<file path="config.mk">
export PLATFORM = sky130hd
export DESIGN_NAME = seven_segment_multi_flat
export DESIGN_NICKNAME = d
export VERILOG_FILES = /design/src/rtl/seven_segment_multi_if.sv /design/src/rtl/seven_segment_multi.sv /design/src/flat_wrapper.sv
export SDC_FILE = /design/constraint.sdc
export NUM_CORES = 1
export LEC_CHECK = 0
export CAP_MARGIN = 10
export CORE_MARGIN = 3
export CORE_UTILIZATION = 29
export DETAILED_ROUTE_END_ITERATION = 10
export PLACE_DENSITY = 0.43
export SYNTH_ARGS = -nofsm -noshare
export SYNTH_HDL_FRONTEND = slang
export SYNTH_SLANG_ARGS = --single-unit
</file>
<file path="constraint.sdc">
create_clock -name clk -period 4 [get_ports clk]
set_input_delay 0.6 -clock clk [delete_from_list [all_inputs] [get_ports clk]]
set_output_delay 0.6 -clock clk [all_outputs]
set_load 0.005 [all_outputs]
</file>
<file path="src/rtl/seven_segment_multi_if.sv">
`default_nettype none
// +---------------------------------------------------------------------------+
// | seven_segment_multi_if -- control and display bundle for the counter.     |
// | Rev 1.0                                                                   |
// +---------------------------------------------------------------------------+
interface seven_segment_multi_if #(
   parameter int NUM_DIGITS = 4,
   parameter int PRESCALE_W = 24
);
   logic [PRESCALE_W-1:0] compare_in;
   logic                  update_compare;
   logic                  enable;
   logic                  count_down;
   logic                  clear;
   logic [6:0]            led_out;
   logic [NUM_DIGITS-1:0] digit_sel;
   logic                  rollover;

   modport master (
      output compare_in, update_compare, enable, count_down, clear,
      input  led_out, digit_sel, rollover
   );

   modport slave (
      input  compare_in, update_compare, enable, count_down, clear,
      output led_out, digit_sel, rollover
   );
endinterface
`default_nettype wire

</file>
<file path="src/rtl/seven_segment_multi.sv">
`default_nettype none
// +---------------------------------------------------------------------------+
// | seven_segment_multi -- prescaled BCD up/down counter with scanned display. |
// | Rev 1.0                                                                   |
// +---------------------------------------------------------------------------+
module seven_segment_multi #(
   parameter int NUM_DIGITS     = 4,
   parameter int PRESCALE_W     = 24,
   parameter int MAX_COUNT      = 16_000_000,
   parameter int MUX_DIV        = 16_000,
   parameter int SEG_ACTIVE_LOW = 0
) (
   input  logic                       clk,
   input  logic                       reset,
   seven_segment_multi_if.slave       bus
);
   localparam int SCAN_W = (MUX_DIV > 1) ? $clog2(MUX_DIV) : 1;
   localparam int IDX_W  = (NUM_DIGITS > 1) ? $clog2(NUM_DIGITS) : 1;
   localparam logic [6:0] SEG_XOR = (SEG_ACTIVE_LOW != 0) ? 7'h7F : 7'h00;

   logic [PRESCALE_W-1:0] compare_q;
   logic [PRESCALE_W-1:0] presc_q;
   logic [3:0]            digits_q [NUM_DIGITS];
   logic [3:0]            digits_d [NUM_DIGITS];
   logic [SCAN_W-1:0]     scan_cnt_q;
   logic [IDX_W-1:0]      scan_idx_q;
   logic [6:0]            led_out_q;
   logic [NUM_DIGITS-1:0] digit_sel_q;
   logic                  rollover_q;

   logic [PRESCALE_W-1:0] presc_last;
   logic                  tick;
   logic                  carry;

   function automatic logic [6:0] seg_decode(input logic [3:0] d);
      logic [6:0] s;
      case (d)
         4'd0:    s = 7'b0111111;
         4'd1:    s = 7'b0000110;
         4'd2:    s = 7'b1011011;
         4'd3:    s = 7'b1001111;
         4'd4:    s = 7'b1100110;
         4'd5:    s = 7'b1101101;
         4'd6:    s = 7'b1111101;
         4'd7:    s = 7'b0000111;
         4'd8:    s = 7'b1111111;
         4'd9:    s = 7'b1101111;
         default: s = 7'b0000000;
      endcase
      return s;
   endfunction

   // A compare of zero is treated as one, so the last prescaler value is 0.
   assign presc_last = (compare_q == '0) ? '0 : compare_q - PRESCALE_W'(1);
   assign tick       = bus.enable && (presc_q == presc_last);

   // Ripple carry/borrow across all digits; carry out of the top is a wrap.
   always_comb begin
      carry = 1'b1;
      for (int i = 0; i < NUM_DIGITS; i++) begin
         digits_d[i] = digits_q[i];
         if (carry) begin
            if (!bus.count_down) begin
               if (digits_q[i] >= 4'd9) begin
                  digits_d[i] = 4'd0;
               end else begin
                  digits_d[i] = digits_q[i] + 4'd1;
                  carry       = 1'b0;
               end
            end else begin
               if (digits_q[i] == 4'd0 || digits_q[i] > 4'd9) begin
                  digits_d[i] = 4'd9;
               end else begin
                  digits_d[i] = digits_q[i] - 4'd1;
                  carry       = 1'b0;
               end
            end
         end
      end
   end

   always_ff @(posedge clk) begin
      if (reset) begin
         compare_q   <= PRESCALE_W'(MAX_COUNT);
         presc_q     <= '0;
         for (int i = 0; i < NUM_DIGITS; i++) digits_q[i] <= 4'd0;
         scan_cnt_q  <= '0;
         scan_idx_q  <= '0;
         digit_sel_q <= NUM_DIGITS'(1);
         led_out_q   <= seg_decode(4'd0) ^ SEG_XOR;
         rollover_q  <= 1'b0;
      end else begin
         digit_sel_q <= NUM_DIGITS'(1) << scan_idx_q;
         led_out_q   <= seg_decode(digits_q[scan_idx_q]) ^ SEG_XOR;
         rollover_q  <= 1'b0;

         if (scan_cnt_q == SCAN_W'(MUX_DIV - 1)) begin
            scan_cnt_q <= '0;
            scan_idx_q <= (scan_idx_q == IDX_W'(NUM_DIGITS - 1)) ? '0 : scan_idx_q + IDX_W'(1);
         end else begin
            scan_cnt_q <= scan_cnt_q + SCAN_W'(1);
         end

         if (bus.update_compare) begin
            compare_q <= bus.compare_in;
            presc_q   <= '0;
            for (int i = 0; i < NUM_DIGITS; i++) digits_q[i] <= 4'd0;
         end else if (bus.clear) begin
            presc_q   <= '0;
            for (int i = 0; i < NUM_DIGITS; i++) digits_q[i] <= 4'd0;
         end else if (tick) begin
            presc_q    <= '0;
            digits_q   <= digits_d;
            rollover_q <= carry;
         end else if (bus.enable) begin
            presc_q    <= presc_q + PRESCALE_W'(1);
         end
      end
   end

   assign bus.led_out   = led_out_q;
   assign bus.digit_sel = digit_sel_q;
   assign bus.rollover  = rollover_q;
endmodule
`default_nettype wire

</file>
<file path="src/flat_wrapper.sv">
// flat-port wrapper written by rule: the top's interface ports become plain ports
module seven_segment_multi_flat 
#(
   parameter int NUM_DIGITS     = 4,
   parameter int PRESCALE_W     = 24,
   parameter int MAX_COUNT      = 16_000_000,
   parameter int MUX_DIV        = 16_000,
   parameter int SEG_ACTIVE_LOW = 0
)
  (clk, reset, bus_compare_in, bus_update_compare, bus_enable, bus_count_down, bus_clear, bus_led_out, bus_digit_sel, bus_rollover);
  seven_segment_multi_if #(.NUM_DIGITS(NUM_DIGITS), .PRESCALE_W(PRESCALE_W)) bus_i ();
  input  logic clk;
  input  logic reset;
  input wire logic [$bits(bus_i.compare_in)-1:0] bus_compare_in;
  input wire logic [$bits(bus_i.update_compare)-1:0] bus_update_compare;
  input wire logic [$bits(bus_i.enable)-1:0] bus_enable;
  input wire logic [$bits(bus_i.count_down)-1:0] bus_count_down;
  input wire logic [$bits(bus_i.clear)-1:0] bus_clear;
  output wire logic [$bits(bus_i.led_out)-1:0] bus_led_out;
  output wire logic [$bits(bus_i.digit_sel)-1:0] bus_digit_sel;
  output wire logic [$bits(bus_i.rollover)-1:0] bus_rollover;
  assign bus_i.compare_in = bus_compare_in;
  assign bus_i.update_compare = bus_update_compare;
  assign bus_i.enable = bus_enable;
  assign bus_i.count_down = bus_count_down;
  assign bus_i.clear = bus_clear;
  assign bus_led_out = bus_i.led_out;
  assign bus_digit_sel = bus_i.digit_sel;
  assign bus_rollover = bus_i.rollover;
  seven_segment_multi #(.NUM_DIGITS(NUM_DIGITS), .PRESCALE_W(PRESCALE_W), .MAX_COUNT(MAX_COUNT), .MUX_DIV(MUX_DIV), .SEG_ACTIVE_LOW(SEG_ACTIVE_LOW)) u_core (.clk(clk), .reset(reset), .bus(bus_i));
endmodule
</file>
==> run summary <==
CTS sink cnt - 92
IO Count - 42
placed cells - 1,053
Distinct cells, synth - 66
final cell count without fillers - 1,070
leading area contributor after synthesis - dfxtp_1
Initial Util - 30.1%
Max Cap Viol - 0
clock slew at reported path FFs - 0.07 ns
reg2reg path depth - 9
die area - 0.0224 mm²
# rows - 51
Initial DRT Pass Iterations - 6
Die Y - 150 µm
Core Area - 0.0199 mm²
setup ws final - 0.123 ns
Worst Max-Slew Pin Slew - 0.861 ns
CP endpoint kind - flop
hold path cells - 1
vias in the first global route - 5,061
top-count cell post-synth - nor2_1
final setup violation count - 0
CTS tree - done
fin crit share - 96.9%
RePlAce Congestion - 0.888
final instance area - 0.00717 mm²
final wirelength - 16,600 µm
Data required, critical path - 4.27 ns
Num CTS Buffers - 9
Synth top area share - 30.7%
Post-DP HPWL - 12,200 µm
EDFF count, synth - 0
Mapped Cells - 767
final-report max-slew violation count - 0
Initial DRC Count - 434
Antenna Cells - 0
DP Area - 0.00678 mm²
Layout Skew - 0.0123 ns
top cells by count, synth - nor2_1 (111), dfxtp_1 (92), nand2_1 (64)
Mapped Area - 0.00600 mm²
critical path class - reg2reg
Lkg Pwr - 0.00262 µW
maximum VDD drop - 0.178 mV
clk_lat worst skew - 0.35 ns
Slew headroom - 42.4%
drt drc - 0
Final min period - 3.88 ns
Crit. Startpoint - u_core.compare_q[11]
largest fanout on the critical path - 15
layout cells sized above 1 - 9.32%
flops & latches, synth - 92
Power Dens Cells - 306 mW/mm²
Hold Crit Class - reg2reg
final hold vios - 0
Worst EP arrival - 4.15 ns
Syn. warnings - 0
maximum clock frequency - 258 MHz
worst reg2reg path startpoint - u_core.compare_q[11]
Die Width - 150 µm
Max H-tree Level - 3
grt ovf - 0
GRT Resource Usage Total - 14.9%
post-DR vias/cell - 5.14
Hold Crit Start - u_core.scan_cnt_q[0]
sequential fraction of the synthesis area - 30.7%
Port Buf Inserts - 41
initial antenna violation count - 0
Layout area overhead - 19.7%
largest net degree at the start of global routing - 39
pre-CTS setup slack - 0.111 ns
Synth Flop Type - dfxtp_1
syn_area_per_cell - 7.82 µm²
Setup Fix Bufs, Post-CTS - 0
via count - 5,502
Routed Antenna Nets - 0
Worst setup SP type - flop
status - completed
Synth async-reset ratio - 0%
worst-case clock buffer depth - 2
Syn Nets - 820
root buf cell - clkbuf_16
Avg WL per Cell - 15.5 µm
Final nets - 853
first-pass GRT wire length - 26,600 µm
dominant cells by area after synthesis - dfxtp_1 (31%), nor2_1 (6.9%), mux2i_1 (6.3%), ha_1 (4.8%), xor2_1 (4.5%)
-- sequential cells by signal (all words and copies together) (netlist names) --
| register | flops |
|---|---|
| u_core.bus.rollover | 1 |
| u_core.bus.led_out | 7 |
| u_core.digits_q | 16 |
| u_core.compare_q | 24 |
| u_core.presc_q | 24 |
| u_core.scan_cnt_q | 14 |
| u_core.bus.digit_sel | 4 |
| u_core.scan_idx_q | 2 |
-- area by class of cell --
type,instances,area (µm²)
Clock buffer,9,225
Clock inverter,7,111
Fill cell,2107,12700
Inverter,28,105
Multi-Input combinational cell,597,3910
Sequential cell,92,1840
Tap cell,265,332
Timing Repair Buffer,72,651
-- worst paths after layout --
kind | slack, ns | to
min reg2reg | 0.47 | u_core.scan_cnt_q[0]
max | 0.12 | u_core.digits_q[13]
max reg2reg | 0.12 | u_core.digits_q[13]
min | 0.47 | u_core.scan_cnt_q[0]
-- repair_timing --
action | in CTS | in global routing
endpoints found under the setup margin | 0 | 36
hold buffers | 0 | 0
resized for setup | 0 | 10
-- critical path: stages (launching register included) --
cell and delay [ns]:
dfxtp_1 0.34, or4_1 0.59, or3_4 0.38, buf_4 0.21
o311ai_2 0.30, o211ai_1 0.14, or4_4 0.56, or4b_4 0.56
or4_1 0.55, a21oi_1 0.17
-- report_power, final --
part | leakage (µW) | internal, µW | switching, µW
registers | 0.000747 | 933 | 21.0
clock network | 0.000157 | 559 | 414
logic | 0.00172 | 124 | 142
-- per-layer routing --
layer | track usage (%) | vias to the layer above | wire length (µm)
met4 | 4.62 | 0 | 145
met3 | 2.36 | 9 | 676
met1 | 22.5 | 2586 | 8720
li1 | - | 2777 | -
met2 | 21.6 | 130 | 7050
met5 | 0 | - | 0
-- per-stage QoR --
step | power [µW] | setup TNS, ns | utilization [%] | hold WS [ns]
finish | 2190 | 0 | 36.0 | 0.475
global route | 2290 | -0.00152 | 36.0 | 0.519
CTS | 2220 | 0 | 35.7 | 0.477
detailed placement | 1230 | 0 | 34.0 | 0.459
global placement | 1230 | 0 | 34.0 | 0.450
floorplan | 1130 | 0 | - | 0.430
-- layout by cell type, fill, tap and decap left out, types with 5 or more instances in the layout --
master / netlist / final
o211ai_1: 6 / 6
dfxtp_1: 92 / 92
nand2_1: 64 / 64
nor3b_1: 5 / 5
clkdlybuf4s50_1: 0 / 40
ha_1: 23 / 23
o21a_1: 5 / 5
mux2i_1: 38 / 38
nand3_1: 20 / 20
inv_1: 28 / 28
and3_1: 10 / 10
a21oi_1: 33 / 33
nor2b_1: 18 / 18
nand2b_1: 9 / 9
nor4_1: 13 / 12
xnor2_1: 24 / 24
or3_1: 15 / 12
o31ai_1: 9 / 9
a211o_1: 7 / 7
buf_4: 0 / 30
a31oi_1: 5 / 5
nand4_1: 17 / 17
or4_1: 10 / 9
nor2_1: 111 / 110
clkbuf_16: 0 / 9
nor3_1: 25 / 24
o21ai_0: 34 / 34
xor2_1: 31 / 31
-- cells by family (layout without fill, tap and decap cells) --
family | after synthesis | count (layout) | share of synthesized area, %
compound gates | 134 | 134 | 14.6
xor+xnor | 55 | 55 | 8.03
fa+ha+maj | 23 | 23 | 4.80
buf+inv | 79 | 116 | 5.20
flops | 92 | 92 | 30.7
mux | 46 | 46 | 8.60
simple gates | 338 | 339 | 28.1
Power figures use the tool's default switching activity.
